[src/rtl/eater_datapath.sv]
// eater_datapath: SAP-class 8-bit datapath. Executes the 16-bit control word
// from the microcode sequencer and returns the current opcode (IR[7:4]).
module eater_datapath #(
    parameter int RAM_DEPTH = 16,
    parameter int DATA_W    = 8
) (
    input  logic              clk,
    input  logic              rst,
    input  logic [15:0]       ctrl_data,
    output logic [3:0]        instruction,
    input  logic              prog_we,
    input  logic [3:0]        prog_addr,
    input  logic [DATA_W-1:0] prog_data,
    output logic [DATA_W-1:0] out_value,
    output logic              out_valid,
    output logic              carry_flag,
    output logic              zero_flag,
    output logic              halted,
    output logic              bus_err,
    output logic [3:0]        pc_value
);

    // Control word bit positions (bit 15 is reserved and ignored)
    localparam int B_HLT = 14;
    localparam int B_MI  = 13;
    localparam int B_RI  = 12;
    localparam int B_RO  = 11;
    localparam int B_IO  = 10;
    localparam int B_II  = 9;
    localparam int B_AI  = 8;
    localparam int B_AO  = 7;
    localparam int B_EO  = 6;
    localparam int B_SU  = 5;
    localparam int B_BI  = 4;
    localparam int B_OI  = 3;
    localparam int B_CE  = 2;
    localparam int B_CO  = 1;
    localparam int B_J   = 0;

    logic [3:0]        r_pc;
    logic [3:0]        r_mar;
    logic [DATA_W-1:0] r_ir;
    logic [DATA_W-1:0] r_a;
    logic [DATA_W-1:0] r_b;
    logic [DATA_W-1:0] r_out;
    logic              r_out_valid;
    logic              r_carry;
    logic              r_zero;
    logic              r_halted;
    logic              r_bus_err;
    logic [DATA_W-1:0] r_ram [0:RAM_DEPTH-1];

    logic [DATA_W-1:0] w_bus;
    logic [DATA_W-1:0] w_ram_rd;
    logic [DATA_W-1:0] w_b_op;
    logic [DATA_W:0]   w_sum;
    logic [2:0]        w_drv_cnt;
    logic              w_multi;
    logic              w_exec;

    assign w_exec   = ~r_halted;
    assign w_ram_rd = r_ram[r_mar];

    // Bus driver count, used to flag contention
    always_comb begin
        w_drv_cnt = {2'b00, ctrl_data[B_RO]} + {2'b00, ctrl_data[B_IO]}
                  + {2'b00, ctrl_data[B_AO]} + {2'b00, ctrl_data[B_EO]}
                  + {2'b00, ctrl_data[B_CO]};
        w_multi   = (w_drv_cnt > 3'd1);
    end

    // ALU: add, or subtract via two's complement of B; always computed
    always_comb begin
        if (ctrl_data[B_SU]) begin
            w_b_op = ~r_b;
        end else begin
            w_b_op = r_b;
        end
        w_sum = {1'b0, r_a} + {1'b0, w_b_op} + {8'h00, ctrl_data[B_SU]};
    end

    // Shared bus: priority mux RO > IO > AO > EO > CO, zero when undriven
    always_comb begin
        w_bus = 8'h00;
        if (ctrl_data[B_RO]) begin
            w_bus = w_ram_rd;
        end else if (ctrl_data[B_IO]) begin
            w_bus = {4'h0, r_ir[3:0]};
        end else if (ctrl_data[B_AO]) begin
            w_bus = r_a;
        end else if (ctrl_data[B_EO]) begin
            w_bus = w_sum[7:0];
        end else if (ctrl_data[B_CO]) begin
            w_bus = {4'h0, r_pc};
        end else begin
            w_bus = 8'h00;
        end
    end

    // Register loads, flags, PC and halt latch; frozen while halted
    always_ff @(posedge clk or posedge rst) begin
        if (rst) begin
            r_pc        <= 4'h0;
            r_mar       <= 4'h0;
            r_ir        <= 8'h00;
            r_a         <= 8'h00;
            r_b         <= 8'h00;
            r_out       <= 8'h00;
            r_out_valid <= 1'b0;
            r_carry     <= 1'b0;
            r_zero      <= 1'b0;
            r_halted    <= 1'b0;
            r_bus_err   <= 1'b0;
        end else if (w_exec) begin
            if (ctrl_data[B_MI]) r_mar <= w_bus[3:0];
            if (ctrl_data[B_II]) r_ir  <= w_bus;
            if (ctrl_data[B_AI]) r_a   <= w_bus;
            if (ctrl_data[B_BI]) r_b   <= w_bus;
            if (ctrl_data[B_OI]) r_out <= w_bus;
            r_out_valid <= ctrl_data[B_OI];
            if (ctrl_data[B_EO]) begin
                r_carry <= w_sum[8];
                r_zero  <= (w_sum[7:0] == 8'h00);
            end
            if (ctrl_data[B_J]) begin
                r_pc <= w_bus[3:0];
            end else if (ctrl_data[B_CE]) begin
                r_pc <= r_pc + 4'd1;
            end
            if (ctrl_data[B_HLT]) r_halted  <= 1'b1;
            if (w_multi)          r_bus_err <= 1'b1;
        end else begin
            r_out_valid <= 1'b0;
        end
    end

    // Program RAM: loader port has priority over the RI bus write
    always_ff @(posedge clk) begin
        if (prog_we) begin
            r_ram[prog_addr] <= prog_data;
        end else if (w_exec && ctrl_data[B_RI]) begin
            r_ram[r_mar] <= w_bus;
        end
    end

    assign instruction = r_ir[7:4];
    assign out_value   = r_out;
    assign out_valid   = r_out_valid;
    assign carry_flag  = r_carry;
    assign zero_flag   = r_zero;
    assign halted      = r_halted;
    assign bus_err     = r_bus_err;
    assign pc_value    = r_pc;

endmodule

[config.mk]
export PLATFORM = sky130hd
export DESIGN_NAME = eater_datapath
export DESIGN_NICKNAME = d
export VERILOG_FILES = /design/src/rtl/eater_datapath.sv
export SDC_FILE = /design/constraint.sdc
export NUM_CORES = 1
export LEC_CHECK = 0
export ABC_AREA = 1
export BUFFER_PORTS_ARGS = -buffer_cell sky130_fd_sc_hd__buf_4
export CORE_ASPECT_RATIO = 1.25
export CORE_MARGIN = 2
export CORE_UTILIZATION = 47
export DETAILED_ROUTE_END_ITERATION = 12
export PLACE_DENSITY_LB_ADDON = 0.1
export SYNTH_ARGS = -nofsm -noshare
export SYNTH_HDL_FRONTEND = slang
export SYNTH_SLANG_ARGS = --single-unit
[constraint.sdc]
create_clock -name clk -period 3.05 [get_ports clk]
set_input_delay 0.61 -clock clk [delete_from_list [all_inputs] [get_ports clk]]
set_output_delay 0.61 -clock clk [all_outputs]
set_load 0.01 [all_outputs]
# Yosys cells after proc, flatten, opt, wreduce, memory -nomap -nowiden
# Memory sizes are Yosys's and may differ from the RTL's.
# Cells that the tools add are included.
# word_totals
ff_bits,45
ramBits,128
input_bits,31
output_inout_bits,21
wordCells,53
n_memories,1
# mem_list
memory,depth,width,read_ports,rd_clocked_by_memory_dff,wr,line_no,rtl
r_ram,16,8,1,0,1,51,logic [DATA_W-1:0] r_ram [0:RAM_DEPTH-1];
# classes
add_sub_neg,7
order_cmp,1
muxes,19
n_bitwise,2
n_reduce_logical,12
# op_table
cell,count
$mux W8,6
$mux W4,4
$reduce_and A2 Y1,8
$add A8 B8 Y9,1
$add A9 B1 Y9,1
$mux W1,9
$logic_not A8 Y1,1
$not A8 Y8,1
$reduce_or A8 Y1,1
$add A3 B1 Y3,2
$add A4 B1 Y4 const B,1
$add A2 B1 Y3,1
$gt A3 B1 Y1 const B,1
$add A1 B1 Y2,1
$reduce_bool A2 Y1,1
$logic_and A1 B1 Y1,1
$not A1 Y1,1

# Logic depth before layout (Yosys ltp)
# Gate-level depths: netlist of run 1.
# logic_depth
ltp_word,9
depth_mapped,17

# Least setup slack after synthesis of run 1
# No wires, ideal clock.
# synth_timing
path_type,input port to flip-flop
start,input port ctrl_data[5]
end,memory r_ram[0][3] (data pin)
setup_time_ps,284
arrival_time_ps,2425
t_required_ps,2766
path_slack_ps,341
path_stages,15
path_cell_list,buf_2 > xnor2_1 > inv_1 > ha_1 > nand2_1 > inv_1 > nand2_1 > nand2_1 > nand2_1 > nand3_1 > nand2_1 > nand3_1 > inv_1 > nor2_2 > o21ai_1
# synth_via
elab_chain_cells,8
# synth_lines
item,line_no,rtl
from (decl),9,"input logic [15:0] ctrl_data,"
$mux W8,74,if (ctrl_data[B_SU]) begin
$add A8 B8 Y9,79,"w_sum = {1'b0, r_a} + {1'b0, w_b_op} + {8'h00, ctrl_data[B_SU]};"
$add A9 B1 Y9 (*),79,
$mux W8 (*),91,end else if (ctrl_data[B_EO]) begin
$mux W8 (*),89,end else if (ctrl_data[B_AO]) begin
$mux W8 (*),87,end else if (ctrl_data[B_IO]) begin
$mux W8 (*),85,if (ctrl_data[B_RO]) begin
$mux W8 (no source line) (*),--,
to (decl),51,
# Every way passes the cells marked *; elsewhere a longest branch is shown, timed or not.

# Worst setup path in the final report of run 1
# layout_timing
start,register r_mar[0]
end,memory r_ram[8][0] (data pin)
# layout_via
elab_chain_cells,3
# layout_lines
item,line_no,rtl
from (decl),41,logic [3:0] r_mar;
from (signal assigned),115,if (ctrl_data[B_MI]) r_mar <= w_bus[3:0];
$mem_v2 Z16 W8,--,
$mux W8,85,
$mux W8 (no source line),--,
# No other way between the ends.

==> impl_metrics.yaml, run 1 <==
clock_tree:
  numCtsBuffers: 17
  clock_path_buffers: 2
  postCtsHoldBufs: 0
  cts_setup_buffers: 0
  cts_resized: 0
  cts.clk_slew.worst_paths_ns: 0.06
  clock-sinks: 173
  cts_tree: "done"
  h-tree-depth: 4
  root_buffer: "clkbuf_16"
  clk_latency_ns: 0.43
placed_design:
  gp_congestion: 0.914
  io_buffers: 50
  place_ws_ns: 0.141
  post-dp-hpwl_mm: 13.1
worst_setup_path:
  start_kind: "register"
  crit_path_end_kind: "register"
  r2r-end: "r_ram[8][0]$_DFFE_PP_"
  r2r_cells: 7
  worstPathRequired_ns: 3.12
  r2r-start: "r_mar[0]$_DFFE_PP0P_"
  crit_end: "r_ram[8][0]$_DFFE_PP_"
  r2r_slack_ns: 0.42
  critical_path_peak_fanout: 27
  worstSetupPathType: "reg -> reg"
  critPathLaunch: "r_mar[0]$_DFFE_PP0P_"
  arrival_ns: 2.70
route:
  post_drt_wl_per_cell_um: 17.1
  topRoutingLayerUsed: "met4"
  drc: 0
  drt_wl_total_mm: 18.8
  firstDrtPassIters: 5
  vias: 5696
  avgViaCountPerCell: 5.18
  wl_met1_mm: 7.89
  wl_met2_mm: 9.46
  ant_nets: 0
  wl_met3_um: 729
  drt_iter0_markers: 401
logic_synthesis:
  yosys.area.top_type: "edfxtp_1"
  synth_top_area_share_pct: 48.6
  ys_seq_elements: 173
  ys_seq_area_share_pct: 62.8
  synth_cells: 797
  syn-num-nets: 840
  synthTopCellsByArea: "edfxtp_1 (49%), dfrtp_1 (14%), nand2_1 (8.4%)"
  syn-cell-area_mm2: 0.00791
  yosys_warnings: 0
  avgSynthCellArea_um2: 9.92
  synthDistinctLibCells: 29
global_route:
  grt_max_degree: 68
  grt-ovfl-total: 0
  antenna_found_initial: 0
  grt_pass1_wl_mm: 29.8
  track_usage_pct: 22.3
  first_global_vias: 5584
sta:
  rsz0062_at_grt: "false"
  worst_slack_ns: 0.424
  maxSlewViolCount: 0
  setup_tns_ns: 0
  fin_crit_sh_pct: 86.1
  finalHoldViolCount: 0
  timing.fmax_mhz: 381
  finalCriticalPeriod_ns: 2.63
  worstMarginPinSlew_ns: 1.08
  max_slew_margin_pct: 27.7
  finalClockSkew_ns: 0.00845
  setup_violations: 0
  timing.hold.ws_ns: 0.373
finish:
  areaGrowthSynthToFinish_pct: 16.6
  final_core_util_pct: 55.4
  fill_cells: 1446
  final_cell_mix: "nand2_1 (177), edfxtp_1 (128), nor2_1 (123)"
  nNetsFinal: 909
  layout-drive-gt1-share_pct: 15.8
  diodes: 0
  final_common_cell: "nand2_1"
run:
  maxCapViolations: 0
die:
  num_rows: 53
  fp.dieArea_mm2: 0.0179
  ioPinCount: 52
  die_w_um: 120
  die_h_um: 149
  core_mm2: 0.0166
  start_util_pct: 47.5
worst_hold_path:
  hold_class: "in -> reg"
pwr:
  power.total_uw: 5600
  ir_drop_mv: 0.431
  p_leak_uw: 0.00393
  powerDensity_mw_per_mm2: 608
status:
  status: "finished clean"
==> per-layer routing <==
| layer | GRT usage, % | vias to the layer above |
|---|---|---|
| li1 | - | 2819 |
| met1 | 28.1 | 2685 |
| met2 | 36.9 | 154 |
| met3 | 4.09 | 38 |
| met4 | 11.4 | 0 |
| met5 | 0 | - |
==> sequential cells by signal, summed over array words and instances (netlist names), 4 cells and up <==
| signal | cells |
|---|---|
| r_b | 8 |
| r_ir | 8 |
| pc_value | 4 |
| r_ram | 128 |
| out_value | 8 |
| r_a | 8 |
| r_mar | 4 |
==> how the worst min path moves through the flow <==
stage,from,to,cells after the start
6_report,ctrl_data[14],halted$_DFF_PP0_,2
5_1_grt,ctrl_data[14],halted$_DFF_PP0_,2
4_1_cts,ctrl_data[14],halted$_DFF_PP0_,2
3_5_place_dp,bus_err$_DFFE_PP0P_,bus_err$_DFFE_PP0P_,1
3_3_place_gp,bus_err$_DFFE_PP0P_,bus_err$_DFFE_PP0P_,1
2_1_floorplan,r_ir[5]$_DFFE_PP0P_,r_ir[5]$_DFFE_PP0P_,2
==> Yosys cell counts <==
library cell,n
a21oi_1,11
a31oi_1,4
buf_2,17
buf_4,6
buf_6,3
clkbuf_1,11
dfrtp_1,45
edfxtp_1,128
fa_1,2
ha_1,10
inv_1,52
inv_2,3
nand2_1,177
nand2_2,6
nand3_1,59
nand4_1,4
nor2_1,123
nor2_2,1
nor3_4,1
o211ai_1,15
o21a_1,1
o21ai_0,36
o21ai_1,56
o21bai_1,1
o22ai_1,4
o32ai_1,1
or2_2,8
xnor2_1,3
xor2_1,9
==> kinds of logic after synthesis <==
group                      after synthesis  share of synthesized area (%)
AOI/OAI and AO/OA                      129                           8.87
xor gates and xnor gates                12                           1.33
adders and majority gates               12                           2.09
buffers and inverters                   92                           5.20
DFF                                    173                           62.8
and+or+nand+nor                        379                           19.7
==> layout make-up <==
cell class              instances  area (um^2)  share of cell area (%)
clock buffers                  23          520                    5.64
flip-flops and latches        173         4970                    53.9
repair buffers                 87          666                    7.22
clock inverters                 9         53.8                   0.583
multi-input cells             532         2530                    27.4
inverters                      55          206                    2.24
well taps                     220          275                    2.99
==> metrics by stage <==
stage	instances	instance area, um^2
after CTS	1099	9220
after floorplan	797	7910
final	1099	9220
after global routing	1099	9220
after detailed placement	1067	8650
after global placement	1067	8650
==> power by group <==
part           total [uW]  internal (uW)  switching (uW)
clock                2070           1200             874
combinational         858            315             543
sequential           2670           2610            55.5
==> worst max-delay path, stage by stage (launching register included) <==
cell and delay (ns):
dfrtp_2 0.43, inv_2 0.37, o21ai_0 0.21, o211ai_1 0.13, nand3_1 0.12, nand3_1 0.11
nand2_2 0.06, o21ai_1 0.82
Power figures use the tool's default switching activity.
==> inputs of run 2 (changes only) <==
- clock period: 3.05 -> 2.89 ns (I/O delays scaled with it)
==> impl_metrics.yaml, run 2 (synthesis results as in run 1) <==
status:
  status: "finished clean"
sta:
  fin_crit_sh_pct: 89.2
  timing.fmax_mhz: 388
  setup_violations: 0
  maxSlewViolCount: 0
  finalHoldViolCount: 0
  finalClockSkew_ns: 0.00859
  worst_slack_ns: 0.312
  max_slew_margin_pct: 36.6
  rsz0062_at_grt: "false"
  worstMarginPinSlew_ns: 0.949
  finalCriticalPeriod_ns: 2.58
clock_tree:
  cts.clk_slew.worst_paths_ns: 0.06
  root_buffer: "clkbuf_16"
  numCtsBuffers: 17
  cts_tree: "done"
  postCtsHoldBufs: 0
  clock-sinks: 173
  cts_setup_buffers: 0
  cts_resized: 0
  clock_path_buffers: 2
  h-tree-depth: 4
  clk_latency_ns: 0.43
worst_hold_path:
  hold_depth: 2
  hold_class: "in -> reg"
  min_to: "halted$_DFF_PP0_"
  min_from: "ctrl_data[14]"
worst_setup_path:
  r2r_cells: 13
  crit_path_end_kind: "register"
  worstPathRequired_ns: 3.04
  crit_chain: "xor2_1 -> ha_1 -> a21oi_1 -> nor2_1 -> nor2_1 -> nand2_1 -> nand2_1 -> nand3_1 -> nand2_1 -> nand2_1 -> nand2_1 -> nand2_1 -> nand2_1"
  cp_common_cell: "nand2_1"
  r2r_slack_ns: 0.31
  cpPeakStageDelay_ns: 0.41
  critical_path_peak_fanout: 16
  start_kind: "register"
  r2r-start: "r_b[4]$_DFFE_PP0P_"
  r2r-end: "r_ram[10][7]$_DFFE_PP_"
  crit_slowest_cell: "nand2_1"
  arrival_ns: 2.73
  worstSetupPathType: "reg -> reg"
die:
  fp.dieArea_mm2: 0.0179
  die_h_um: 149
  core_mm2: 0.0166
  die_w_um: 120
  ioPinCount: 52
  start_util_pct: 47.5
  num_rows: 53
global_route:
  first_global_vias: 5553
  grt_pass1_wl_mm: 29.6
  antenna_found_initial: 0
  track_usage_pct: 22.2
  grt-ovfl-total: 0
  grt_max_degree: 68
route:
  avgViaCountPerCell: 5.28
  ant_nets: 0
  drt_wl_total_mm: 19.3
  drc: 0
  post_drt_wl_per_cell_um: 17.5
  drt_iter0_markers: 438
  vias: 5807
  firstDrtPassIters: 5
finish:
  nNetsFinal: 910
  seqCellArea_mm2: 0.00497
  multi_input_area_mm2: 0.00253
  areaGrowthSynthToFinish_pct: 17.5
  regMostFlops: "r_ram"
  fill_cells: 1471
  final_core_util_pct: 55.8
  final_cells: 1100
  layout-drive-gt1-share_pct: 16.0
  largest_reg_flops: 128
  diodes: 0
  final_common_cell: "nand2_1"
  final_cell_mix: "nand2_1 (177), edfxtp_1 (128), nor2_1 (123)"
placed_design:
  dp.cells: 1068
  place_ws_ns: -0.0250
  io_buffers: 50
  post-dp-hpwl_mm: 13.1
  gp_congestion: 0.938
pwr:
  powerDensity_mw_per_mm2: 652
  ir_drop_mv: 0.400
  power.total_uw: 6060
  p_leak_uw: 0.00397
run:
  maxCapViolations: 0
==> run 2: how the worst max path moves through the flow <==
stage                                   from                endpoint  slack (ns)
after floorplan                 ctrl_data[5]   r_ram[0][3]$_DFFE_PP_        0.21
after global placement          ctrl_data[5]   r_ram[4][7]$_DFFE_PP_        0.06
after detailed placement        ctrl_data[5]   r_ram[6][7]$_DFFE_PP_       -0.02
after CTS                 r_b[1]$_DFFE_PP0P_   r_ram[9][7]$_DFFE_PP_        0.36
after global routing      r_b[1]$_DFFE_PP0P_  r_ram[12][7]$_DFFE_PP_        0.11
final                     r_b[4]$_DFFE_PP0P_  r_ram[10][7]$_DFFE_PP_        0.31
==> run 2: layout make-up <==
cell class,count,area share [%]
inverters,55,2.22
repair buffers,88,7.51
clock buffers,23,5.64
flip-flops and latches,173,53.5
multi-input cells,532,27.2
well taps,220,2.96
clock inverters,9,0.969
==> run 2: per-stage QoR <==
step                hold WS, ns  instance area, um^2  TNS, ns
finish                    0.343                 9290        0
floorplan                 0.450                 7910        0
global placement          0.452                 8680        0
CTS                       0.333                 9290        0
global route              0.330                 9290        0
detailed placement        0.467                 8680   -0.387
==> run 2: worst max-delay path: cells and delay by family, from the launching register on <==
| family | cells | cell delay, ns |
|---|---|---|
| AO/OA/AOI/OAI | 1 | 0.27 |
| flip-flops | 1 | 0.39 |
| AND/OR/NAND/NOR | 10 | 1.18 |
| adder cells (fa/ha/maj) | 1 | 0.34 |
| XOR/XNOR | 1 | 0.15 |
==> run 2: metal layers <==
metal	share of wire, %	track usage (%)	routed length (um)
met3	4.1	4.24	799
met4	3.2	10.4	620
met1	41	26.3	7900
met2	52	39.0	9990
met5	0	0	0
==> run 2: power by group <==
part / internal [uW] / switching [uW]
combinational: 335 / 574
sequential: 2760 / 65.9
clock: 1380 / 947
==> inputs of run 3 (changes only) <==
- ABC_AREA: 1 -> unset
- MAX_ROUTING_LAYER: unset -> met4
==> impl_metrics.yaml, run 3 <==
logic_synthesis:
  synthTopCellsByArea: "edfxtp_1 (50%), dfrtp_1 (15%), mux4_2 (7.5%)"
  ys.flop_type: "edfxtp_1"
  ys_seq_elements: 173
  syn-cell-area_mm2: 0.00776
  yosysMostFrequentCell: "edfxtp_1"
  synth_common_cells: "edfxtp_1 (128), nand2_1 (67), dfrtp_1 (45), o21ai_0 (35), nor2_1 (34)"
  yosys_warnings: 0
  synthDistinctLibCells: 58
  synth_top_area_share_pct: 49.6
  ys_seq_area_share_pct: 64.1
  postSynth.asyncResetShare_pct: 26.0
  yosys.area.top_type: "edfxtp_1"
  avgSynthCellArea_um2: 13.8
  syn-num-nets: 604
  synth_cells: 561
  synth_edf_count: 128
route:
  vias: 5033
  drt_wl_total_mm: 18.4
  drt_iter0_markers: 372
  drc: 0
  ant_nets: 0
  post_drt_wl_per_cell_um: 20.4
  firstDrtPassIters: 5
  avgViaCountPerCell: 5.57
worst_setup_path:
  r2r_slack_ns: 0.15
  crit_slowest_cell: "fa_1"
  worstPathRequired_ns: 3.17
  cpPeakStageDelay_ns: 0.41
  crit_chain: "xor2_1 -> inv_1 -> fa_1 -> buf_4 -> xnor2_1 -> nand2_1 -> a221o_1 -> a21oi_1 -> buf_4 -> a21oi_4 -> o21ai_2 -> buf_12"
  start_kind: "register"
  worstSetupPathType: "reg -> reg"
  r2r-end: "r_ram[1][2]$_DFFE_PP_"
  r2r-start: "r_b[1]$_DFFE_PP0P_"
  critical_path_peak_fanout: 16
  arrival_ns: 3.02
  cp_common_cell: "buf_4"
  crit_path_end_kind: "register"
  r2r_cells: 12
clock_tree:
  postCtsHoldBufs: 0
  h-tree-depth: 4
  numCtsBuffers: 17
  root_buffer: "clkbuf_16"
  clock_path_buffers: 2
  clk_latency_ns: 0.42
  clock-sinks: 173
  cts_tree: "done"
  cts.clk_slew.worst_paths_ns: 0.07
die:
  die_h_um: 148
  num_rows: 52
  die_w_um: 119
  core_mm2: 0.0162
  fp.dieArea_mm2: 0.0176
  ioPinCount: 52
  start_util_pct: 47.9
finish:
  largest_reg_flops: 128
  final_cell_mix: "edfxtp_1 (128), buf_4 (120), nand2_1 (67)"
  final_core_util_pct: 58.7
  seqCellArea_mm2: 0.00497
  regMostFlops: "r_ram"
  areaGrowthSynthToFinish_pct: 22.6
  fill_cells: 1316
  nNetsFinal: 717
  layout-drive-gt1-share_pct: 29.8
  multi_input_area_mm2: 0.00259
  final_cells: 904
  final_common_cell: "edfxtp_1"
sta:
  maxSlewViolCount: 0
  finalHoldViolCount: 0
  max_slew_margin_pct: 56.8
  timing.fmax_mhz: 366
  setup_violations: 0
  finalCriticalPeriod_ns: 2.74
  finalClockSkew_ns: 0.00915
  rsz0062_at_grt: "false"
  fin_crit_sh_pct: 94.7
  worstMarginPinSlew_ns: 0.648
placed_design:
  post-dp-hpwl_mm: 13.4
  dp.cells: 870
  gp_congestion: 0.908
  io_buffers: 50
global_route:
  antenna_found_initial: 1
  grt_max_degree: 27
  grt_pass1_wl_mm: 28.8
  first_global_vias: 5072
  track_usage_pct: 22.8
  grt-ovfl-total: 0
pwr:
  powerDensity_mw_per_mm2: 669
  ir_drop_mv: 0.393
  p_leak_uw: 0.00362
run:
  maxCapViolations: 0
worst_hold_path:
  hold_class: "in -> async"
status:
  status: "finished clean"
[run 3: cell types whose count changed after synthesis, sizes merged, moves of 8 or more]
cell / change
mux4: +26
o211ai: -15
mux2i: +22
nand2b: +10
buf: -8
o21ai: -38
nor2: -90
nand3: -48
inv: -43
nand2: -116
[run 3: worst max-delay path by stage]
stage,end,cells past startpoint,start,slack (ns)
floorplan,r_ram[0][3]$_DFFE_PP_,10,ctrl_data[5],0.005
global placement,r_ram[6][5]$_DFFE_PP_,12,ctrl_data[5],-0.37
detailed placement,r_ram[3][6]$_DFFE_PP_,11,ctrl_data[5],-0.44
CTS,r_ram[1][6]$_DFFE_PP_,10,r_b[1]$_DFFE_PP0P_,0.04
global route,r_ram[8][2]$_DFFE_PP_,12,r_b[1]$_DFFE_PP0P_,0.009
finish,r_ram[1][2]$_DFFE_PP_,12,r_b[1]$_DFFE_PP0P_,0.15
[run 3: stage by stage]
step,setup TNS [ns],instance area [um^2],total power (uW),hold slack [ns],worst slack (ns)
after floorplan,0,7770,3610,0.444,0.00490
after global placement,-18.46,8870,4110,0.467,-0.374
after detailed placement,-21.93,8870,4140,0.472,-0.436
after CTS,0,9480,6410,0.195,0.0411
after global routing,0,9510,6640,0.220,0.00923
final,0,9510,6360,0.193,0.154
[run 3: where the power goes]
| group | switching [uW] | leakage [uW] | total, uW | internal [uW] |
|---|---|---|---|---|
| Sequential | 87.2 | 0.00172 | 2860 | 2770 |
| Combinational | 636 | 0.00161 | 1230 | 589 |
| Clock | 1030 | 0.000292 | 2270 | 1240 |
| Total | 1760 | 0.00362 | 6360 | 4600 |
[run 3: area by class of cell]
class	instances	area share [%]
antenna	1	0.0263
clock buffer	17	4.47
clock inverter	15	1.86
inverter	12	0.474
multi-input combinational	344	27.3
sequential	173	52.3
tap	216	2.84
timing repair buffer	126	10.7
[run 3: repair_timing]
item / in CTS / in global routing
setup endpoints to repair: 32 / 32
buffers inserted: 0 / 1
pin swaps: 0 / 1
resized for setup: 2 / 1
[run 3: critical path, delay by kind of cell, from the launching register on]
kind                     cells  cell delay (ns)
flip-flops                   1             0.40
AND/OR/NAND/NOR              1             0.08
AO/OA/AOI/OAI                4             0.75
buffers and inverters        4             0.56
adder cells (fa/ha/maj)      1             0.41
XOR/XNOR                     2             0.40
[run 3: cell families (layout without fill, tap and decap cells)]
family,count (synthesis),after routing,synth area share (%)
AOI/OAI and AO/OA,112,112,9.29
xor gates and xnor gates,15,15,1.69
adders and majority gates,12,12,2.13
buffers and inverters,44,170,2.92
DFF,173,173,64.1
muxes,51,51,10.8
other,0,1,0
and+or+nand+nor,154,154,9.07
[run 3: layer usage]
layer  wire [um]  global-route usage [%]
met3         740                    3.70
met4         562                    9.58
met2        9610                    38.2
met1        7530                    27.6
met5           0                       -
